<file path="config.mk">
export PLATFORM = sky130hd
export DESIGN_NAME = processor_debug_host
export DESIGN_NICKNAME = d
export VERILOG_FILES = /design/src/rtl/processor_debug_pkg.sv /design/src/rtl/processor_debug_host_serializer.sv /design/src/rtl/processor_debug_host.sv
export SDC_FILE = /design/constraint.sdc
export NUM_CORES = 1
export LEC_CHECK = 0
export CAP_MARGIN = 20
export CELL_PAD_IN_SITES_DETAIL_PLACEMENT = 0
export CELL_PAD_IN_SITES_GLOBAL_PLACEMENT = 2
export CORE_ASPECT_RATIO = 1.5
export CORE_MARGIN = 2
export CORE_UTILIZATION = 31
export CTS_CLUSTER_DIAMETER = 100
export DETAILED_ROUTE_END_ITERATION = 10
export MAX_ROUTING_LAYER = met4
export PLACE_DENSITY = 0.87
export SYNTH_ARGS = -nofsm -noshare
export SYNTH_HDL_FRONTEND = slang
export SYNTH_SLANG_ARGS = --single-unit
</file>
<file path="constraint.sdc">
create_clock -name clock -period 3.2 [get_ports clock]
set_clock_uncertainty 0.05 [all_clocks]
set_input_delay 0.48 -clock clock [delete_from_list [all_inputs] [get_ports clock]]
set_output_delay 0.48 -clock clock [all_outputs]
set_load 0.05 [all_outputs]
</file>
<file path="src/rtl/processor_debug_pkg.sv">
// processor_debug_pkg: shared types and constants for the processor debug host.
// The optional checksum state exists only when PROCESSOR_DEBUG_CHECKSUM_EN is defined.
package processor_debug_pkg;

  typedef enum logic [3:0] {
    ST_IDLE,
    ST_HEADER,
    ST_SET_ADDR,
    ST_CAPTURE,
    ST_SEND,
    ST_WAIT_CMD,
    ST_RESUME,
    ST_RELEASE
`ifdef PROCESSOR_DEBUG_CHECKSUM_EN
    , ST_CHECKSUM
`endif
  } debug_state_t;

  localparam logic [7:0] DEBUG_FRAME_HEADER = 8'hA5;
  localparam logic [7:0] DEBUG_CMD_CONTINUE = 8'h43;
  localparam logic [7:0] DEBUG_CMD_RESEND   = 8'h52;
  localparam logic [3:0] DEBUG_IP_ADDR      = 4'd8;

  // Byte k of a word already zero-extended to 24 bits; k=3 yields zero.
  function automatic logic [7:0] word_byte(input logic [23:0] w, input logic [1:0] k);
    case (k)
      2'd0:    word_byte = w[7:0];
      2'd1:    word_byte = w[15:8];
      2'd2:    word_byte = w[23:16];
      default: word_byte = 8'h00;
    endcase
  endfunction

endpackage

</file>
<file path="src/rtl/processor_debug_host_serializer.sv">
// debug_word_serializer: holds one captured processor word and walks its three
// little-endian bytes as the sink accepts them. With PROCESSOR_DEBUG_CHECKSUM_EN
// defined it also keeps the running XOR of every data byte accepted since clear.
module debug_word_serializer
  import processor_debug_pkg::*;
#(
  parameter int WORD_SIZE = 18
) (
  input  logic                 clock,
  input  logic                 reset,
  input  logic                 load,
  input  logic [WORD_SIZE-1:0] word,
  input  logic                 accept,
  output logic [7:0]           next_byte,
  output logic                 done
`ifdef PROCESSOR_DEBUG_CHECKSUM_EN
  ,
  input  logic                 clear,
  output logic [7:0]           checksum
`endif
);

  logic [23:0] word_q;
  logic [1:0]  byte_cnt;

  // Byte currently on the output is word_byte(word_q, byte_cnt); the owner
  // registers next_byte when the current one is accepted.
  assign done      = accept && (byte_cnt == 2'd2);
  assign next_byte = word_byte(word_q, byte_cnt + 2'd1);

  // Capture the word on load, then advance one byte per accept.
  always_ff @(posedge clock) begin
    if (reset) begin
      word_q   <= '0;
      byte_cnt <= 2'd0;
    end else if (load) begin
      word_q   <= 24'(word);
      byte_cnt <= 2'd0;
    end else if (accept) begin
      byte_cnt <= done ? 2'd0 : byte_cnt + 2'd1;
    end
  end

`ifdef PROCESSOR_DEBUG_CHECKSUM_EN
  logic [7:0] sum_q;

  // Includes the byte being accepted now, so it is final on the last accept.
  assign checksum = sum_q ^ word_byte(word_q, byte_cnt);

  // Running XOR of data bytes, restarted at each frame header.
  always_ff @(posedge clock) begin
    if (reset || clear) begin
      sum_q <= 8'h00;
    end else if (accept) begin
      sum_q <= checksum;
    end
  end
`endif

endmodule

</file>
<file path="src/rtl/processor_debug_host.sv">
// processor_debug_host: when the processor parks on wait_for_continue, reads
// r0..r(NUM_REGS-1) and ip over the debug port, streams them as a byte frame
// (header A5, then 3 little-endian bytes per word) and releases the processor
// with a one-cycle pulse on a 'C' command; 'R' re-sends the frame.
// Define PROCESSOR_DEBUG_CHECKSUM_EN to append an XOR-of-data-bytes checksum.
//
// Byte stream handshake: tx_data is offered while tx_valid is high and moves
// on only in a cycle where tx_valid && tx_ready; while tx_valid && !tx_ready
// tx_data holds. rx_valid qualifies rx_data for a single cycle, no buffering.
module processor_debug_host
  import processor_debug_pkg::*;
#(
  parameter int WORD_SIZE = 18,
  parameter int NUM_REGS  = 8
) (
  input  logic                 clock,
  input  logic                 reset,
  input  logic                 wait_for_continue,
  output logic                 wait_continue_execution,
  output logic                 debug_get_param,
  output logic [3:0]           debug_reg_addr,
  input  logic [WORD_SIZE-1:0] debug_data_out,
  output logic [7:0]           tx_data,
  output logic                 tx_valid,
  input  logic                 tx_ready,
  input  logic [7:0]           rx_data,
  input  logic                 rx_valid,
  output debug_state_t         fsm_state
);

  localparam logic [3:0] LAST_REG = 4'(NUM_REGS);

  debug_state_t state;
  logic [3:0]   word_idx;
  logic         ser_load;
  logic         ser_accept;
  logic         ser_done;
  logic [7:0]   ser_next_byte;
`ifdef PROCESSOR_DEBUG_CHECKSUM_EN
  logic         ser_clear;
  logic [7:0]   ser_checksum;
`endif

  assign fsm_state  = state;
  assign ser_load   = (state == ST_CAPTURE);
  assign ser_accept = (state == ST_SEND) && tx_valid && tx_ready;
`ifdef PROCESSOR_DEBUG_CHECKSUM_EN
  assign ser_clear  = (state == ST_HEADER);
`endif

  debug_word_serializer #(
    .WORD_SIZE (WORD_SIZE)
  ) u_serializer (
    .clock     (clock),
    .reset     (reset),
    .load      (ser_load),
    .word      (debug_data_out),
    .accept    (ser_accept),
    .next_byte (ser_next_byte),
    .done      (ser_done)
`ifdef PROCESSOR_DEBUG_CHECKSUM_EN
    ,
    .clear     (ser_clear),
    .checksum  (ser_checksum)
`endif
  );

  // Frame sequencer; every output is registered and set on entry to the state that owns it.
  always_ff @(posedge clock) begin
    if (reset) begin
      state                   <= ST_IDLE;
      word_idx                <= 4'd0;
      wait_continue_execution <= 1'b0;
      debug_get_param         <= 1'b0;
      debug_reg_addr          <= 4'd0;
      tx_data                 <= 8'h00;
      tx_valid                <= 1'b0;
    end else begin
      wait_continue_execution <= 1'b0;
      case (state)
        ST_IDLE: begin
          if (wait_for_continue) begin
            state    <= ST_HEADER;
            word_idx <= 4'd0;
            tx_valid <= 1'b1;
            tx_data  <= DEBUG_FRAME_HEADER;
          end
        end
        ST_HEADER: begin
          if (tx_ready) begin
            state           <= ST_SET_ADDR;
            tx_valid        <= 1'b0;
            tx_data         <= 8'h00;
            debug_get_param <= 1'b1;
            debug_reg_addr  <= word_idx;
          end
        end
        ST_SET_ADDR: begin
          // Address has been on the bus one cycle; data is sampled at the end of CAPTURE.
          state <= ST_CAPTURE;
        end
        ST_CAPTURE: begin
          state           <= ST_SEND;
          debug_get_param <= 1'b0;
          tx_valid        <= 1'b1;
          tx_data         <= debug_data_out[7:0];
        end
        ST_SEND: begin
          if (tx_ready) begin
            if (!ser_done) begin
              tx_data <= ser_next_byte;
            end else if (word_idx < LAST_REG) begin
              state           <= ST_SET_ADDR;
              word_idx        <= word_idx + 4'd1;
              tx_valid        <= 1'b0;
              tx_data         <= 8'h00;
              debug_get_param <= 1'b1;
              debug_reg_addr  <= word_idx + 4'd1;
            end else begin
`ifdef PROCESSOR_DEBUG_CHECKSUM_EN
              state   <= ST_CHECKSUM;
              tx_data <= ser_checksum;
`else
              state    <= ST_WAIT_CMD;
              tx_valid <= 1'b0;
              tx_data  <= 8'h00;
`endif
            end
          end
        end
`ifdef PROCESSOR_DEBUG_CHECKSUM_EN
        ST_CHECKSUM: begin
          if (tx_ready) begin
            state    <= ST_WAIT_CMD;
            tx_valid <= 1'b0;
            tx_data  <= 8'h00;
          end
        end
`endif
        ST_WAIT_CMD: begin
          if (rx_valid && rx_data == DEBUG_CMD_CONTINUE) begin
            state                   <= ST_RESUME;
            wait_continue_execution <= 1'b1;
          end else if (rx_valid && rx_data == DEBUG_CMD_RESEND) begin
            state    <= ST_HEADER;
            word_idx <= 4'd0;
            tx_valid <= 1'b1;
            tx_data  <= DEBUG_FRAME_HEADER;
          end
        end
        ST_RESUME: begin
          // The pulse was raised on entry and is cleared by the default above.
          state <= ST_RELEASE;
        end
        ST_RELEASE: begin
          // Hold off until the processor leaves this halt, so it is dumped once.
          if (!wait_for_continue) begin
            state <= ST_IDLE;
          end
        end
        default: begin
          state <= ST_IDLE;
        end
      endcase
    end
  end

endmodule

</file>
# Word level (Yosys, flattened, before mapping)
# Cells that the tools add are included.
# word_totals
register_bits	43
latchBits	0
ram_bits	0
rom_bits	0
in_bits	31
out_inout_bits	19
wordCells	93
memories	0
# classes
add_sub_neg	2
n_mul	0
div	0
n_lt_le_gt_ge	1
eq_ne	21
shifts	0
n_mux	40
bitwise_logic	1
n_reduce_logical	19
# op_table
cell	count
$mux W4	14
$mux W8	6
$pmux W8 S5	1
$pmux W4 S8	1
$pmux W8 S3	1
$eq A4 B3 Y1 const B	4
$eq A8 B7 Y1 const B	2
$ne A2 B2 Y1 const B	7
$reduce_and A7 Y1	2
$pmux W4 S3	1
$reduce_and A6 Y1	2
$mux W1	11
$reduce_and A5 Y1	2
$eq A4 B2 Y1 const B	2
$pmux W4 S2	1
$reduce_bool A3 Y1	2
$logic_and A1 B1 Y1	5
$pmux W1 S5	1
$reduce_bool A5 Y1	1
$add A4 B1 Y4 const B	1
$eq A2 B2 Y1 const B	2
$eq A4 B1 Y1 const B	1
$logic_not A4 Y1	1
$lt A4 B4 Y1 const B	1
11 further kinds	12

# Logic depth before layout (Yosys ltp)
# Gate-level depths: netlist (run 1).
# depth
depth_word	7
depth_mapped	7
mapped_depth_nobuf	5

# Hierarchy
# From an unflattened synthesis (run 1), not the netlist that was laid out.
# hier_totals
hier_cells	252
area_unflattened_um2	2225.9
# by_module_without_submodules
mod	instances	cells_each	area_each_um2	seq_area_each_um2
processor_debug_host	1	160	1335.0	440.4
debug_word_serializer	1	92	890.9	400.4

# Worst setup path after synthesis (run 1)
# Ideal clock, no wire load.
# synth_path
kind	register -> register
start	register state[2], in the netlist fsm_state[2]
end	register word_idx[2]
setup_ns	0.070
arrival_time_ns	2.060
required_ns	3.080
setup_slack_ns	1.019
stages_incl_launch_ff	8
n_path_buf	2
period_less_slack_ns	2.181
path_cell_list	dfxtp_1 buf_4 or3b_1 buf_6 clkinv_8 and2_4 or4b_1 a21oi_1
# synth_between
elab_chain_len	6
word_cells_on_any_way	15
classes_between	8 x eq/ne; 1 x mux; 6 x reduce/logical
# synth_lines
item	line	text
start: declaration	processor_debug_host.sv:33	debug_state_t state;
start signal: assignment	processor_debug_host.sv:71	state <= ST_IDLE;
start signal: assignment	processor_debug_host.sv:83	state <= ST_HEADER;
start signal: assignment	processor_debug_host.sv:91	state <= ST_SET_ADDR;
$eq A4 B3 Y1	processor_debug_host.sv:46, processor_debug_host.sv:80	
$logic_and A1 B1 Y1 (2 in series)	processor_debug_host.sv:46	assign ser_accept = (state == ST_SEND) && tx_valid && tx_ready;
$logic_and A1 B1 Y1	processor_debug_host_serializer.sv:28	assign done = accept && (byte_cnt == 2'd2);
$ne A2 B2 Y1 (no source line)	-	
$reduce_and A7 Y1 (no source line)	-	
end signal: assignment	processor_debug_host.sv:114	word_idx <= word_idx + 4'd1;
end: declaration	processor_debug_host.sv:34	logic [3:0] word_idx;
# Several ways; a longest one is shown, not always the timed one.
# A chain may end at the register's enable or synchronous reset.

# Final worst setup path (run 1)
# layout_path
start	register state[2], in the netlist fsm_state[2]
end	output port fsm_state[2]
# layout_rtl
item	line	text
end: declaration	processor_debug_host.sv:28	output debug_state_t fsm_state
# No word-level cell between the ends.

==> flow_summary.yaml, run 1 <==
power_and_ir_drop:
  p_per_area_nw_per_um2: 755
  p_sw_share_pct: 44.3
  pwr-share-comb_pct: 48.9
  power.share.clock_pct: 16.5
  p_int_mw: 1.16
  p_leak_nw: 0.963
  p_sw_uw: 926
  seqPwrFrac_pct: 34.7
  vdd_drop_max_mv: 0.215
  power_mw: 2.09
timing:
  hold_violations: 0
  fmax_mhz: 411
  setup_tns_ns: 0
  relSlewSlack_pct: 56.0
  rsz0062_at_grt: "false"
  setup_violations: 0
  maxSlewViolCount: 0
  worst_slew_pin_slew_ns: 0.657
  period_share_pct: 76.1
  period_minus_slack_ns: 2.44
synthesis:
  synth-seq-cells: 42
  synthArstFlopShare_pct: 0
  synthCells: 265
  synth.area.top_cells: "dfxtp_1, nand2_1, a21oi_1"
  ys_warn_count: 0
  seq_area_frac_synth_pct: 38.7
  syn_avg_cell_area_um2: 8.20
  syn_area_um2: 2170
  syn_nets: 298
  ys_types: 53
  synth_top_area_share_pct: 38.7
  yosys.area.top_type: "dfxtp_1"
  synth_ff_type: "dfxtp_1"
  synth_edf_count: 0
setup_path:
  arrival_ns: 1.91
  r2r_slack_ns: 0.85
  cp_cell_sequence: "clkdlybuf4s50_1"
  cp.buffers_inverters: 1
  slowest_stage: "clkdlybuf4s50_1"
  crit_family: "buffers and inverters"
  cp-start-kind: "flop"
  cp_max_fo: 19
  reg2reg_from: "fsm_state[2]"
  criticalPathCategory: "reg -> out"
  slowest_delay_ns: 0.91
  cp.required_ns: 2.67
  endpoint_kind: "output pin"
  r2r_cells: 5
  reg2reg_to: "word_idx[2]"
finish:
  final_area_um2: 2770
  drive_gt1_share_pct: 6.25
  area_growth_pct: 27.3
  final_nets: 336
  diodes: 0
detailed_routing:
  vias_per_cell: 5.18
  drtIter0Drc: 108
  final_antenna_net_count: 0
  wirelength_um: 5380
  wl_per_cell_um: 14.1
  dr.pass1.iters: 4
  drc: 0
  vias: 1980
clock_network:
  cts-root-buf: "clkbuf_8"
  cts_buffer_depth: 2
  clock_latency_ns: 0.30
  cts_sinks: 42
  cts_tree: "built"
  post-cts-setup-buffers: 0
  post_cts_resized: 0
  cts_max_level: 2
  cts_inserted_buffers: 5
  cts_hold_buf: 0
  clk_pin_slew_ns: 0.08
worst_hold_path:
  hold_end: "u_serializer.word_q[8]"
  hold_depth: 2
  hp-start: "u_serializer.word_q[8]"
  hp-class: "reg -> reg"
placed_design:
  dpl_cell_area_um2: 2680
  gp_congestion: 0.837
  io_buffers: 48
  post-dp-hpwl_um: 3960
global_route:
  antenna_found_initial: 0
  grt_pass1_wl_um: 8840
  grt_pass1_vias: 1880
  overflow: 0
  grtUsageTotal_pct: 15.1
  grt_max_degree: 20
job:
  maxCapViolations: 0
die:
  start_util_pct: 31.9
  ios: 50
  die_w_um: 72.3
  dieHeight_um: 107
  rows: 37
  core_area_um2: 6810
  die-area_um2: 7710
outcome:
  run_status: "complete, no violations"
## sequential cells by signal, indices dropped and copies added (netlist names)
register	count
debug_reg_addr	4
u_serializer.word_q	18
debug_get_param	1
fsm_state	3
u_serializer.byte_cnt	2
tx_valid	1
wait_continue_execution	1
tx_data	8
word_idx	4
## worst max-delay path by stage
stage | from | endpoint | slack (ns) | depth (start not counted)
floorplan | fsm_state[2] | word_idx[2] | 1.02 | 7
global placement | rx_data[1] | word_idx[2] | 0.72 | 5
detailed placement | rx_data[1] | word_idx[2] | 0.64 | 5
CTS | fsm_state[2] | fsm_state[2] | 0.77 | 1
global route | fsm_state[2] | fsm_state[2] | 0.67 | 1
finish | fsm_state[2] | fsm_state[2] | 0.76 | 1
## layout make-up
| cell class | count | area (um2) |
|---|---|---|
| tap | 78 | 97.6 |
| sequential | 42 | 841 |
| clock buffer | 6 | 72.6 |
| fill | 725 | 4040 |
| timing repair buffer | 53 | 518 |
| inverter | 6 | 35.0 |
| clock inverter | 2 | 13.8 |
| multi-input combinational | 195 | 1190 |
## stage by stage
| step | setup slack [ns] | utilization (%) | hold slack, ns | cells |
|---|---|---|---|---|
| 2_1_floorplan | 1.02 | - | 0.382 | 265 |
| 3_3_place_gp | 0.716 | 39.4 | 0.391 | 374 |
| 3_5_place_dp | 0.640 | 39.4 | 0.395 | 374 |
| 4_1_cts | 0.771 | 40.6 | 0.409 | 382 |
| 5_1_grt | 0.674 | 40.6 | 0.428 | 382 |
| 6_report | 0.764 | 40.6 | 0.405 | 382 |
## layer usage
layer | up-vias | wire length, um | global-route usage, %
met5 | - | 0 | -
met4 | 0 | 186 | 8.09
met3 | 12 | 241 | 2.65
met2 | 48 | 2710 | 25.0
met1 | 906 | 2230 | 16.8
li1 | 1014 | - | -
## power groups by stage
stage | registers (mW) | clock network, mW | logic, mW
after floorplan | 0.879 | 0 | 0.620
after global placement | 0.735 | 0 | 1.03
after detailed placement | 0.737 | 0 | 1.03
after CTS | 0.724 | 0.362 | 1.03
after global routing | 0.743 | 0.375 | 1.10
final | 0.724 | 0.343 | 1.02
## cell families (layout without fill, tap and decap cells)
group           Yosys count  in the layout  share of synthesized area [%]
simple gates            109            109                           25.2
compound gates           68             68                           21.3
flops                    42             42                           38.7
buf+inv                  28             67                           6.62
mux                      13             13                           5.99
fa+ha+maj                 2              2                           1.15
xor+xnor                  2              2                          0.807
other cells               1              1                          0.173
## cells in the final DEF, fill, tap and decap left out, types with 3 or more instances in the layout
master           count
buf_4                5
a211oi_1             4
mux2i_1             13
dfxtp_1             42
a21oi_1             30
and3_1               4
clkbuf_8             5
nand3_1              7
a211o_1              3
nand2b_1             3
nor3_1               4
nor2_1              16
nand2_1             49
clkdlybuf4s50_1     48
a21o_1               3
inv_1                5
a31oi_1              3
nor2b_1              4
nor3b_1              7
o21ai_0              6
## cells in the mapped netlist, types with 3 or more instances
| master | n |
|---|---|
| a211o_1 | 3 |
| a211oi_1 | 4 |
| a21o_1 | 3 |
| a21oi_1 | 30 |
| a31oi_1 | 3 |
| and3_1 | 4 |
| buf_2 | 3 |
| clkbuf_1 | 14 |
| dfxtp_1 | 42 |
| inv_1 | 5 |
| mux2i_1 | 13 |
| nand2_1 | 49 |
| nand2b_1 | 3 |
| nand3_1 | 7 |
| nor2_1 | 16 |
| nor2b_1 | 4 |
| nor3_1 | 4 |
| nor3b_1 | 7 |
| o21ai_0 | 6 |
Note: power is estimated with default switching activity, not from simulation.
==> run 2: changes to the inputs <==
Settings changed: CORE_UTILIZATION 31 to 26, PLACE_DENSITY 0.87 to 0.78.
Clock period 3.2 ns to 2.15 ns, I/O delays scaled along.
==> flow_summary.yaml, run 2 (synthesis gave the netlist of run 1 again) <==
timing:
  holdWs_ns: 0.404
  setup_violations: 0
  hold_violations: 0
  setup_tns_ns: 0
  relSlewSlack_pct: 56.9
  period_minus_slack_ns: 1.92
  maxSlewViolCount: 0
  worst_slew_pin_slew_ns: 0.644
  period_share_pct: 89.5
  fmax_mhz: 520
  rsz0062_at_grt: "false"
setup_path:
  cp_cell_sequence: "clkdlybuf4s50_1"
  cp_max_fo: 5
  endpoint_kind: "output pin"
  cp.buffers_inverters: 1
  slowest_delay_ns: 0.84
  arrival_ns: 1.55
  cp-start-kind: "flop"
  slowest_stage: "clkdlybuf4s50_1"
  criticalPathCategory: "reg -> out"
  cp.required_ns: 1.78
  r2r_slack_ns: 0.26
  r2r_cells: 5
  reg2reg_from: "fsm_state[0]"
  reg2reg_to: "tx_data[1]"
  crit_family: "buffers and inverters"
placed_design:
  place_inst: 410
  io_buffers: 48
  gp_congestion: 0.790
  post-dp-hpwl_um: 4280
  dpl_cell_area_um2: 2790
clock_network:
  post-cts-setup-buffers: 0
  cts-root-buf: "clkbuf_16"
  clock_latency_ns: 0.29
  cts_sinks: 42
  cts_hold_buf: 0
  post_cts_resized: 0
  cts_buffer_depth: 2
  clk_pin_slew_ns: 0.06
  cts_max_level: 2
  cts_inserted_buffers: 5
  cts_tree: "built"
finish:
  final_cells: 418
  final_area_um2: 2940
  multiInputGateArea_um2: 1190
  area_growth_pct: 35.2
  top_register: "u_serializer.word_q"
  final_cell_mix: "nand2_1, clkdlybuf4s50_1, dfxtp_1, a21oi_1, nor2_1"
  fillers: 849
  largest_reg_flops: 18
  drive_gt1_share_pct: 9.90
  largestRegisters: "u_serializer.word_q x18, tx_data x8"
  diodes: 0
  final_nets: 345
  seq_area_um2: 842
  final_common_cell: "nand2_1"
  fin_util_pct: 36.4
power_and_ir_drop:
  vdd_drop_max_mv: 0.418
  seqPwrFrac_pct: 28.2
  power.share.clock_pct: 22.1
  p_per_area_nw_per_um2: 1180
  p_leak_nw: 1.05
  p_sw_mw: 1.44
  p_int_mw: 2.02
  pwr-share-comb_pct: 49.7
  p_sw_share_pct: 41.7
outcome:
  run_status: "complete, no violations"
worst_hold_path:
  hold_end: "u_serializer.word_q[11]"
  hold_depth: 2
  hp-class: "reg -> reg"
  hp-start: "u_serializer.word_q[11]"
detailed_routing:
  drc: 0
  vias_per_cell: 4.80
  drtIter0Drc: 92
  vias: 2008
  dr.pass1.iters: 4
  wl_per_cell_um: 14.2
  wirelength_um: 5930
  final_antenna_net_count: 0
die:
  die_w_um: 78.6
  core_area_um2: 8060
  dieHeight_um: 116
  start_util_pct: 27.0
  rows: 40
  ios: 50
  die-area_um2: 9120
job:
  maxCapViolations: 0
global_route:
  antenna_found_initial: 0
  grtUsageTotal_pct: 14.0
  overflow: 0
  grt_pass1_wl_um: 9650
  grt_max_degree: 39
  grt_pass1_vias: 2003
## run 2: cell types whose count changed in the layout (fill, tap and decap cells not counted)
| cell | delta |
|---|---|
| buf_4 | +10 |
| clkbuf_16 | +5 |
| clkbuf_8 | -4 |
| clkdlybuf4s50_1 | -2 |
| buf_12 | +1 |
| clkinv_4 | -1 |
| dfxtp_1 | -1 |
| dfxtp_2 | +1 |
## run 2: worst max-delay path by stage
stage | depth (start not counted) | startpoint | slack [ns] | end
floorplan | 7 | fsm_state[0] | 0.11 | word_idx[2]
global placement | 5 | wait_for_continue | 0.04 | fsm_state[0]
detailed placement | 6 | wait_for_continue | 0.05 | word_idx[2]
CTS | 1 | tx_valid | 0.22 | tx_valid
global route | 5 | fsm_state[0] | 0.10 | tx_data[4]
finish | 1 | tx_valid | 0.23 | tx_valid
## run 2: layout make-up
type | count | area share (%)
Multi-Input combinational cell | 195 | 40.4
Inverter | 6 | 1.19
Clock buffer | 7 | 4.86
Timing Repair Buffer | 62 | 20.2
Tap cell | 105 | 4.47
Sequential cell | 42 | 28.7
Clock inverter | 1 | 0.170
## run 2: tightest hold or removal path, cell delays in order (launching register included)
cell     delay, ns
dfxtp_1       0.31
nand2_1       0.05
a21oi_1       0.05
## run 2: stage by stage
step | power (mW) | setup WS (ns)
after global placement | 2.72 | 0.0416
final | 3.47 | 0.226
after CTS | 3.52 | 0.217
after global routing | 3.69 | 0.103
after floorplan | 2.23 | 0.114
after detailed placement | 2.73 | 0.0463
## run 2: power groups by stage
stage / clock network, mW / registers (mW) / logic, mW
after CTS: 0.794 / 0.980 / 1.75
after global placement: 0 / 0.994 / 1.73
final: 0.766 / 0.978 / 1.72
after floorplan: 0 / 1.31 / 0.923
after global routing: 0.824 / 0.996 / 1.87
after detailed placement: 0 / 0.997 / 1.74
## run 2: per-layer routing
metal	track usage (%)	vias up	wire length, um
met2	25.4	35	3190
met3	2.80	6	188
met5	-	-	0
met1	14.7	936	2450
li1	-	1031	-
met4	5.96	0	104
